==> config.mk <==
export PLATFORM = sky130hd
export DESIGN_NAME = reset_sequencer
export DESIGN_NICKNAME = d
export VERILOG_FILES = /design/src/rtl/reset_seq_pkg.sv /design/src/rtl/bit_synchronizer.sv /design/src/rtl/reset_sequencer.sv
export SDC_FILE = /design/constraint.sdc
export NUM_CORES = 1
export LEC_CHECK = 0
export CORE_ASPECT_RATIO = 0.9
export CORE_MARGIN = 5
export CORE_UTILIZATION = 56
export DETAILED_ROUTE_END_ITERATION = 6
export GPL_TIMING_DRIVEN = 1
export PLACE_DENSITY = 0.86
export SETUP_SLACK_MARGIN = 0.05
export SLEW_MARGIN = 10
export SYNTH_ARGS = -nofsm -noshare
export SYNTH_HDL_FRONTEND = slang
export SYNTH_SLANG_ARGS = --single-unit
==> constraint.sdc <==
create_clock -name clk_in -period 2.3 [get_ports clk_in]
set_input_delay 0.23 -clock clk_in [delete_from_list [all_inputs] [get_ports clk_in]]
set_output_delay 0.23 -clock clk_in [all_outputs]
set_load 0.005 [all_outputs]
==> src/rtl/reset_seq_pkg.sv <==
// rtl/reset_seq_pkg.sv - shared types and configuration for the reset sequencer
package reset_seq_pkg;

   typedef enum logic [2:0] {
      WAIT_LOCK,
      HOLD,
      WAIT_ACK,
      RUNNING,
      FAULT
   } reset_seq_state_t;

   typedef struct packed {
      int unsigned num_stages;
      int unsigned hold_cycles;
      int unsigned ack_timeout;
      int unsigned sync_stages;
   } reset_seq_cfg_t;

   localparam reset_seq_cfg_t RESET_SEQ_CFG_DEFAULT = '{
      num_stages:  32'd4,
      hold_cycles: 32'd16,
      ack_timeout: 32'd1024,
      sync_stages: 32'd2
   };

   function automatic int unsigned max_u(input int unsigned a, input int unsigned b);
      return (a > b) ? a : b;
   endfunction

endpackage

==> src/rtl/bit_synchronizer.sv <==
// rtl/bit_synchronizer.sv - generic N-flop single-bit synchronizer, async reset to 0
module bit_synchronizer #(
   parameter int STAGES = 2
) (
   input  logic clk,
   input  logic rst,
   input  logic d,
   output logic q
);

   logic [STAGES-1:0] sync_q;

   always_ff @(posedge clk or posedge rst) begin
      if (rst) begin
         sync_q <= '0;
      end else begin
         sync_q <= {sync_q[STAGES-2:0], d};
      end
   end

   assign q = sync_q[STAGES-1];

endmodule

==> src/rtl/reset_sequencer.sv <==
// rtl/reset_sequencer.sv - releases downstream resets in index order once clock lock is stable
module reset_sequencer
   import reset_seq_pkg::*;
#(
   parameter int NUM_STAGES  = int'(RESET_SEQ_CFG_DEFAULT.num_stages),
   parameter int HOLD_CYCLES = int'(RESET_SEQ_CFG_DEFAULT.hold_cycles),
   parameter int ACK_TIMEOUT = int'(RESET_SEQ_CFG_DEFAULT.ack_timeout),
   parameter int SYNC_STAGES = int'(RESET_SEQ_CFG_DEFAULT.sync_stages),
   localparam int IW = (NUM_STAGES > 1) ? $clog2(NUM_STAGES) : 1
) (
   input  logic                  clk_in,
   input  logic                  rst_in,
   input  logic                  locked_in,
   input  logic                  sw_reset_in,
   input  logic [NUM_STAGES-1:0] stage_ack_in,
   output logic [NUM_STAGES-1:0] stage_rst_out,
   output logic                  all_ready_out,
   output logic                  fault_out,
   output logic [IW-1:0]         fault_stage_out
);

   localparam int CW = $clog2(max_u(HOLD_CYCLES, ACK_TIMEOUT)) + 1;
   localparam logic [CW-1:0] HOLD_LAST = CW'(HOLD_CYCLES - 1);
   localparam logic [CW-1:0] ACK_LAST  = CW'(ACK_TIMEOUT - 1);
   localparam logic [IW-1:0] IDX_LAST  = IW'(NUM_STAGES - 1);

   reset_seq_state_t      state_q, state_d;
   logic [CW-1:0]         cnt_q, cnt_d;
   logic [IW-1:0]         idx_q, idx_d;
   logic [NUM_STAGES-1:0] stage_rst_q, stage_rst_d;
   logic                  ready_q, ready_d;
   logic                  fault_q, fault_d;
   logic [IW-1:0]         fault_stage_q, fault_stage_d;
   logic                  locked_s;

   bit_synchronizer #(.STAGES(SYNC_STAGES)) u_lock_sync (
      .clk (clk_in),
      .rst (rst_in),
      .d   (locked_in),
      .q   (locked_s)
   );

   always_ff @(posedge clk_in or posedge rst_in) begin
      if (rst_in) begin
         state_q       <= WAIT_LOCK;
         cnt_q         <= '0;
         idx_q         <= '0;
         stage_rst_q   <= '1;
         ready_q       <= 1'b0;
         fault_q       <= 1'b0;
         fault_stage_q <= '0;
      end else begin
         state_q       <= state_d;
         cnt_q         <= cnt_d;
         idx_q         <= idx_d;
         stage_rst_q   <= stage_rst_d;
         ready_q       <= ready_d;
         fault_q       <= fault_d;
         fault_stage_q <= fault_stage_d;
      end
   end

   always_comb begin
      state_d       = state_q;
      cnt_d         = cnt_q;
      idx_d         = idx_q;
      stage_rst_d   = stage_rst_q;
      ready_d       = ready_q;
      fault_d       = fault_q;
      fault_stage_d = fault_stage_q;

      // FAULT deliberately ignores lock loss so the flag stays visible until cleared
      if (!locked_s && (state_q == HOLD || state_q == WAIT_ACK || state_q == RUNNING)) begin
         state_d     = WAIT_LOCK;
         cnt_d       = '0;
         stage_rst_d = '1;
         ready_d     = 1'b0;
      end else if (sw_reset_in && state_q != WAIT_LOCK) begin
         state_d     = HOLD;
         cnt_d       = '0;
         stage_rst_d = '1;
         ready_d     = 1'b0;
         fault_d     = 1'b0;
      end else begin
         case (state_q)
            WAIT_LOCK: begin
               stage_rst_d = '1;
               if (locked_s) begin
                  state_d = HOLD;
                  cnt_d   = '0;
               end
            end
            HOLD: begin
               if (cnt_q == HOLD_LAST) begin
                  state_d        = WAIT_ACK;
                  idx_d          = '0;
                  cnt_d          = '0;
                  stage_rst_d[0] = 1'b0;
               end else begin
                  cnt_d = cnt_q + CW'(1);
               end
            end
            WAIT_ACK: begin
               if (stage_ack_in[idx_q]) begin
                  if (idx_q != IDX_LAST) begin
                     // next stage comes out of reset on the same edge its predecessor is acked
                     for (int k = 0; k < NUM_STAGES; k++) begin
                        if (k == int'(idx_q) + 1) stage_rst_d[k] = 1'b0;
                     end
                     idx_d = idx_q + IW'(1);
                     cnt_d = '0;
                  end else begin
                     state_d = RUNNING;
                     ready_d = 1'b1;
                  end
               end else if (cnt_q == ACK_LAST) begin
                  state_d       = FAULT;
                  fault_d       = 1'b1;
                  fault_stage_d = idx_q;
                  stage_rst_d   = '1;
               end else begin
                  cnt_d = cnt_q + CW'(1);
               end
            end
            RUNNING: begin
               stage_rst_d = '0;
               ready_d     = 1'b1;
            end
            FAULT: begin
               stage_rst_d = '1;
            end
            default: begin
               state_d     = WAIT_LOCK;
               stage_rst_d = '1;
               ready_d     = 1'b0;
            end
         endcase
      end
   end

   assign stage_rst_out   = stage_rst_q;
   assign all_ready_out   = ready_q;
   assign fault_out       = fault_q;
   assign fault_stage_out = fault_stage_q;

endmodule

==> metrics <==
Placed Cells 230; drt wl/cell approximately 16 um; Logic pwr share 51.6%; final wirelength 3760 um; Pre-Repair DR Iteration Count 4; # clock sinks 26; # rows 18; Pwr Density 841 nW/um2; die area 4000 um2; Syn Inst Count approximately 160; list of most frequent post-synthesis cells 22 x dfrtp_1, 12 x nand2_1, 10 x nor2_1, 10 x o21ai_0, 9 x o211ai_1; Tot GR Track Use 21.2%; Least-Margin Pin Slew around 540 ps; clk slew on worst S/H paths about 130 ps; Final #Nets between 200 and 250; Max Cap Viol 0; clk_lat worst skew 320 ps; Min Clock Period, post-route 2200 ps; count of input and output buffers 15; drt first-iter violations 98; first-pass GRT wire length between 6000 and 7000 um; cts bufs inserted 3; crit path DAT between 2000 and 2500 ps; class of the worst hold path in -> async; syn avg cell area 9.80 um2; CP max stage cell mux4_2; P_leak 0.850 nW; Root Driver clkbuf_4; switch share 38.3%; Cell Area, Synth between 1500 and 2000 um2; # diodes 0; Peak VDD IR 534 uV; IO Pins 16; RSZ-0062 raised after global routing false; Setup violations, final 0; required time of the worst setup path ~2500 ps; CP Launch Type flop; hold_buf cts 0; dpl hpwl roughly 2800 um; Post-synth EDFFs 0; status finished clean; critical path class reg -> reg; top-count cell post-synth dfrtp_1; Hold Slack between 200 and 300 ps; clock skew approximately 5.3 ps; final cell count without fillers ~240; Filler cells 207; layout cells sized above 1 a little over a fifth; antenna-violating nets left 0; final hold viol count 0; P_sw 0.000629 W; Synth warnings 0; Finished Core Util 71.6%; worst-path maximum fanout 7; ys flop type dfrtp_1; CP Buf/Inv Count 1; via count between 1,000 and 1,500; register area share after synthesis approximately two fifths; Syn Nets 175; delay-heaviest family, CP compound AO/OA/AOI/OAI gates; total congestion overflow 0; synthesis-stage register bit count 26; largest area contributor in the netlist dfrtp_1; Netlist cell types a little under 50; via/cell ratio just over 6; synthesis-to-finish area growth 22.9%; critical-path cell list mux4_2 -> and4_4 -> a221oi_4 -> buf_6 -> o211ai_1 -> a22o_1; Clock Path Buffers 2; post-synth top area share a little over a third; largest cells by area after synthesis dfrtp_1 35%, dfstp_2 6.6%, o211ai_1 4.3%; core area approximately 2700 um2; die span in y 60.5 um; max incr delay on CP around 600 ps; fin. max-slew vios 0; GP Congestion 0.889; pin count of the biggest net entering global routing 27; die width about 66 um; initial antenna violation count 0; Flop pwr share a little over a third; vias in the first global route about 1,400; slew margin rel. between 60% and 70%; Worst Setup End Kind flop; htree depth 1; final period utilization approximately 95%; internal power 0.00101 W; Fmax between 400 and 500 MHz; initial core utilization 58.3%; Post-route DRC 0; Clock power frac 11.8%; async set-reset flop share out of synthesis 100%; CTS tree yes
final timing paths:
kind                                       startpoint               endpoint  slack, ps  cells after the start
worst max-delay path                         idx_q[0]               cnt_q[3]        100                      6
worst min-delay path                           rst_in               cnt_q[6]        250                      3
worst max register to register               idx_q[0]               cnt_q[3]        100                      6
worst min register to register  u_lock_sync.sync_q[0]  u_lock_sync.sync_q[1]        370                      0
max in group asynchronous                      rst_in       stage_rst_out[0]       1750                      3
min in group clk_in                         locked_in  u_lock_sync.sync_q[0]        340                      1
cell families after synthesis:
| family | after synthesis | synth area share (%) |
|---|---|---|
| flops | 26 | 41.3 |
| fa+ha+maj | 5 | 3.94 |
| buf+inv | 13 | 4.02 |
| compound gates | 51 | 24.7 |
| simple gates | 63 | 22.6 |
| mux | 4 | 3.47 |
state kept, by name (all words and copies together) (netlist names):
name and flops:
idx_q 2, stage_rst_out 4, state_q 3, all_ready_out 1
fault_stage_out 2, fault_out 1, cnt_q 11, u_lock_sync.sync_q 2
worst reg2reg max path, stage by stage, from the launching register on:
cell,delay [ps]
dfrtp_2,420
mux4_2,600
and4_4,240
a221oi_4,290
buf_6,180
o211ai_1,100
a22o_1,260
power by group through the flow:
stage / Combinational (W) / Clock [W] / Sequential [W]
floorplan: 0.000525 / 0 / 0.000600
global placement: 0.000752 / 0 / 0.000601
detailed placement: 0.000795 / 0 / 0.000610
CTS: 0.000799 / 0.000202 / 0.000601
global route: 0.000932 / 0.000221 / 0.000618
finish: 0.000846 / 0.000194 / 0.000601
final cells by class:
type,count,area (um2),share of cell area [%]
Multi-Input combinational cell,123,875,44.8
Inverter,5,18.8,0.962
Timing Repair Buffer,38,324,16.6
Sequential cell,26,657,33.7
Clock buffer,4,26.3,1.35
Tap cell,40,50.0,2.57
metrics by stage:
stage | cell area, um2 | setup WS (ps) | total power (W) | setup TNS (ps)
detailed placement | 1900 | -108 | 0.00140 | -689
global placement | 1900 | -19.8 | 0.00135 | -101
finish | 1950 | 104 | 0.00164 | 0
global route | 1950 | 15.3 | 0.00177 | 0
floorplan | 1590 | 201 | 0.00113 | 0
CTS | 1930 | 54.1 | 0.00160 | 0
per-layer routing:
metal / routed length (um) / share of wire, % / vias to the layer above / GRT usage (%)
met5: 0 / 0 / - / 0
met4: 32 / 0.85 / 0 / 5.22
met3: 156 / 4.1 / 4 / 4.63
met2: 1860 / 49 / 44 / 36.1
met1: 1710 / 46 / 706 / 27.9
li1: - / - / 693 / -
placed cells by master (no fill, tap or decap), types with 2 or more instances in the layout:
master / Yosys / final
o22a_1: 2 / 2
nand3_1: 8 / 8
o211ai_1: 9 / 9
dfrtp_1: 22 / 21
a21boi_0: 2 / 2
nor2_1: 10 / 10
a21oi_1: 3 / 3
nand4_1: 2 / 2
o21ai_0: 10 / 10
nand2b_1: 4 / 4
inv_1: 5 / 5
clkdlybuf4s50_1: 0 / 15
clkbuf_4: 0 / 3
o2bb2ai_1: 2 / 2
a221o_1: 2 / 2
nor4_1: 3 / 3
a22o_1: 7 / 7
nor2b_1: 2 / 2
dfstp_2: 4 / 4
a31oi_1: 4 / 4
nor3b_1: 2 / 2
nor3_1: 8 / 8
ha_1: 5 / 5
nand2_1: 12 / 12
and3_1: 3 / 3
buf_4: 1 / 21
a21o_1: 2 / 2
or3_1: 2 / 2
timing repair:
action                                  in CTS  in global routing
endpoints found under the setup margin       0                 12
resized for setup                            0                  3
setup buffers                                0                  1
(Power assumes the default switching activity.)
==> patch 1 (config.mk and constraints unchanged) <==
Reset style: synchronous (`rst` and `rst_in`), changed in 2 clocked blocks. Comments in the files are not updated.
--- a/src/rtl/bit_synchronizer.sv
+++ b/src/rtl/bit_synchronizer.sv
@@ -10,7 +10,7 @@
 
    logic [STAGES-1:0] sync_q;
 
-   always_ff @(posedge clk or posedge rst) begin
+   always_ff @(posedge clk) begin
       if (rst) begin
          sync_q <= '0;
       end else begin
--- a/src/rtl/reset_sequencer.sv
+++ b/src/rtl/reset_sequencer.sv
@@ -40,7 +40,7 @@
       .q   (locked_s)
    );
 
-   always_ff @(posedge clk_in or posedge rst_in) begin
+   always_ff @(posedge clk_in) begin
       if (rst_in) begin
          state_q       <= WAIT_LOCK;
          cnt_q         <= '0;
Function: same outputs for any inputs over 10 cycles, from zero or initial values and one cycle with rst_in high; that may be too few to reach the edited logic, so the function may still have changed.
==> patch 1 against the original RTL <==
  * Routed wire length shrank 10%
  * Sequential cell count unchanged
  * Worst setup slack lost 23 ps
  * Sequential share of layout area is 3.7 points lower
  * Die area shrank 8.6%
  * Area after synthesis decreased by 10%
  * Design area decreased by 10%
Power is not compared: it rests on default switching activity, and its combinational part moved more than twofold at a synthesized area within 25%.
==> patch 1: results (changes against the original RTL) <==
met1_usage_pct: 24.26  # -3.6 points
met2_usage_pct: 31.33  # -4.7 points
place.port_buffers: 15  # unchanged
drive_gt1_share_pct: 14.87  # -6.6 points
wl_met3_um: 158  # +1.3%
reg2reg_slack_ps: 80  # -20 ps
async_flop_share_pct: 0  # -100 points
grt_max_degree: 20  # -26%
synth_xor_area_share_pct: 1.228  # +1.2 points
yosysSeqAreaShare_pct: 36.49  # -4.8 points
synth_top_cells_by_count: "dfxtp_1, a21oi_1, nor2_1"
top_register: "cnt_q"
netlist_instances: 174  # +7.4%
leakage_nw: 0.6388
hold_slack_ps: 451.0  # +198.0 ps
grt_pass1_vias: 1317  # -7.6%
reg2reg_from: "idx_q[0]"
p_int_uw: 593.0
whs_endpoint: "u_lock_sync.sync_q[0]"
ys_types: 38  # -22%
cts_resized: 1  # +1
nNetsFinal: 209  # -0.48%
synth_fa_ha_area_share_pct: 4.386  # +0.45 points
viasPerCell: 6.202  # +1.1%
hp-start: "locked_in"
track_usage_pct: 18.47  # -2.7 points
wl_met1_um: 1589  # -7.2%
gp_congestion: 0.8289  # -6.7%
synth_compound_gate_area_share_pct: 20.26  # -4.4 points
wl_met2_um: 1588  # -15%
power_frac_clock_pct: 29.6
slowest_delay_ps: 510  # -90 ps
crit_fanout: 10  # +3
synthMuxAreaShare_pct: 5.263  # +1.8 points
hpwlAfterDp_um: 2334  # -16%
r2r_end: "cnt_q[4]"
syn-num-nets: 187  # +6.9%
tightest_slew_ps: 469.8  # -71.93 ps
synth-main-ff-cell: "dfxtp_1"
outcome: "complete, no violations"
skew_ps: 7.904  # +2.592 ps
drt_iter0_markers: 83  # -15%
wl_um: 3385  # -10%
min_path_cells: 2
slowest_stage: "mux4_2"
grt_first_pass_wirelength_um: 5616  # -14%
clkTransAtPathRegs_ps: 140
yosys_warnings: 0  # unchanged
top_layer_used: "met4"
grt_use_met3_pct: 4.845  # +0.22 points
critPathTopFamily: "simple AND/OR/NAND/NOR gates"
power.total_uw: 775.3
cp_data_arrival_time_ps: 2480  # +70 ps
post-place-cells: 218  # -5.2%
clock_latency_ps: 320  # about the same
wl_per_cell_um: 15.18  # -4.8%
cts_setup_buffers: 1  # +1
detail-route-antenna-nets: 0  # unchanged
hold_class: "primary input to flop"
ys_top_cells_by_area: "dfxtp_1, a21oi_1, o21ai_0, ha_1, nor2_1"
[patch 1: cell count changes in the layout (fill, tap and decap cells not counted), moves of 6 or more]
| cell | unedited run | this run |
|---|---|---|
| nor3_1 | 8 | 2 |
| buf_4 | 21 | 11 |
| nor2_1 | 10 | 16 |
| a211oi_1 | 0 | 6 |
| a22o_1 | 7 | 1 |
| dfrtp_1 | 21 | 0 |
| dfxtp_1 | 0 | 25 |
| a21oi_1 | 3 | 14 |
| o211ai_1 | 9 | 0 |
[patch 1: final cells by class]
| type | instances | area [um2] |
|---|---|---|
| Sequential cell | 26 | 524.3 |
| Fill cell | 187 | 698.2 |
| Inverter | 5 | 18.77 |
| Clock buffer | 4 | 36.28 |
| Timing Repair Buffer | 27 | 244.0 |
| Multi-Input combinational cell | 133 | 889.6 |
| Tap cell | 28 | 35.03 |
[patch 1: through the flow]
| stage | setup WS, ps | area [um2] | TNS, ps | util [%] |
|---|---|---|---|---|
| after global routing | -63.66 | 1748 | -104.2 | 71.46 |
| final | 80.97 | 1748 | 0 | 71.46 |
| after global placement | -257.1 | 1658 | -1747 | 67.77 |
| after floorplan | 60.61 | 1436 | 0 | - |
| after CTS | 58.50 | 1707 | 0 | 69.77 |
| after detailed placement | -314.0 | 1658 | -2221 | 67.77 |
[patch 1: how the worst max path moves through the flow]
stage,startpoint,end,slack (ps)
6_report,idx_q[0],cnt_q[4],80
5_1_grt,idx_q[0],fault_stage_out[1],-60
4_1_cts,idx_q[0],cnt_q[5],60
3_5_place_dp,stage_ack_in[3],cnt_q[5],-310
3_3_place_gp,stage_ack_in[3],cnt_q[4],-260
2_1_floorplan,idx_q[0],cnt_q[7],60
==> patch 2 (same flow settings) <==
Made on the original files. Re-encode `reset_seq_state_t` (5 states) as one-hot, 5 bits wide.
--- a/src/rtl/reset_seq_pkg.sv
+++ b/src/rtl/reset_seq_pkg.sv
@@ -1,12 +1,12 @@
 // rtl/reset_seq_pkg.sv - shared types and configuration for the reset sequencer
 package reset_seq_pkg;
 
-   typedef enum logic [2:0] {
-      WAIT_LOCK,
-      HOLD,
-      WAIT_ACK,
-      RUNNING,
-      FAULT
+   typedef enum logic [4:0] {
+      WAIT_LOCK = 5'b00001,
+      HOLD      = 5'b00010,
+      WAIT_ACK  = 5'b00100,
+      RUNNING   = 5'b01000,
+      FAULT     = 5'b10000
    } reset_seq_state_t;
 
    typedef struct packed {
Function: same outputs for any inputs over 10 cycles, from zero or initial values and one cycle with rst_in high; not proved beyond that.
==> patch 2 against the original RTL <==
  * Area after synthesis rose by 12%
  * Global-route usage up 0.62 points
  * Routed wire length rose by 22%
  * Worst setup slack improved by 61 ps
  * Sequential share of layout area down 1.2 points
  * Sequential cell count is 2 higher
  * Design area grew 11%
  * Core utilization decreased by 0.67 points
  * Non-clock buffer count decreased by 4
  * Die area rose by 10%
  * Power increased by 9.2%
  * Critical path type unchanged
  * Largest cell class unchanged
  * Highest routed layer unchanged
==> patch 2: results (changes against the original RTL) <==
outcome: "complete, no violations"
netlist_instances: 193  # +19%
ys_top_cells_by_area: "dfrtp_1, dfstp_2, o21ai_0, nand3_1, ha_1"
wl_um: 4604  # +22%
n_antenna_cell: 0  # unchanged
drt_iter0_markers: 123  # +26%
grt_max_degree: 29  # +7.4%
max-slew-margin-rel_pct: 64.45  # +0.90 points
clock_latency_ps: 340  # +20 ps
firstDrtPassIters: 7  # +3
irDropWorstVdd_uv: 551.5  # +3.2%
grt_first_pass_wirelength_um: 7879  # +21%
top_register: "cnt_q"
syn-num-nets: 206  # +18%
via_count: 1758  # +21%
synth_top_cells_by_count: "dfrtp_1, nand2_1, o21ai_0"
yosysSeqAreaShare_pct: 39.68  # -1.6 points
gp_congestion: 0.9041  # +1.7%
leakage_nw: 0.9078  # +6.8%
cts_made_buffers: 3  # unchanged
post-place-cells: 262  # +14%
p_sw_share_pct: 42.38  # +4.1 points
ys_types: 53  # +8.2%
nNetsFinal: 238  # +13%
place.port_buffers: 15  # unchanged
grt_pass1_vias: 1621  # +14%
track_usage_pct: 21.83  # +0.62 points
yosys_warnings: 0  # unchanged
crit_fanout: 10  # +3
drive_gt1_share_pct: 18.75  # -2.7 points
cp_data_arrival_time_ps: 2420
hpwlAfterDp_um: 3384  # +22%
dp_worst_setup_slack_ps: -28.66  # +79.25 ps
stdcell_count: 266  # +13%
fillerInstances: 215  # +3.9%
skew_ps: 3.507  # -1.805 ps
-- patch 2: area by class of cell --
type                       instances  area share, %
clock buffer                       4          1.669
tap                               42          2.417
sequential                        28          32.51
inverter                           5         0.8631
timing repair buffer              34          13.46
multi-input combinational        153          49.08
-- patch 2: critical path, stage by stage, from the launching register on --
cell and delay [ps]:
dfrtp_1 410, mux4_2 550, buf_4 190, o32a_2 430, nor2_1 190, buf_4 150
a221o_1 150
-- patch 2: layer usage --
layer	vias up	wire length (um)	global-route usage (%)
li1	809	-	-
met2	93	2166	36.19
met3	14	374	5.087
met4	0	110	5.366
met5	-	0	0
met1	842	1952	28.77
-- patch 2: logic make-up (layout without fill, tap and decap cells) --
logic type               after synthesis  count (layout)  synth area share [%]
AO/OA/AOI/OAI                         55              55                 23.74
XOR/XNOR                               4               4                 1.967
adder cells (fa/ha/maj)                5               5                 3.511
buffers and inverters                 12              43                 2.528
flip-flops                            28              28                 39.68
multiplexers                           4               4                 3.090
AND/OR/NAND/NOR                       85              85                 25.49
-- patch 2: final timing paths --
check | cells after the start | slack [ps] | to | from
worst max register to register | 6 | 160 | cnt_q[4] | idx_q[0]
max in group asynchronous | 3 | 1760 | state_q[0] | rst_in
min in group clk_in | 1 | 310 | u_lock_sync.sync_q[0] | locked_in
worst min-delay path | 3 | 240 | cnt_q[8] | rst_in
worst min register to register | 0 | 380 | u_lock_sync.sync_q[1] | u_lock_sync.sync_q[0]
worst max-delay path | 6 | 160 | cnt_q[4] | idx_q[0]
-- patch 2: what timing repair did --
action                     CTS  global route
resized for setup            1             8
pin swaps                    0             0
setup endpoints to repair    1            12
-- patch 2: through the flow --
stage | setup TNS (ps) | area, um2
detailed placement | -60.01 | 2101
CTS | 0 | 2138
global placement | 0 | 2101
global route | 0 | 2175
floorplan | 0 | 1782
finish | 0 | 2175
-- patch 2: power by group through the flow --
stage	registers, mW	clock network (mW)	logic [mW]
after detailed placement	0.642	0	0.855
after CTS	0.632	0.246	0.859
final	0.634	0.246	0.912
after global routing	0.643	0.271	0.995
after floorplan	0.611	0	0.579
after global placement	0.635	0	0.827
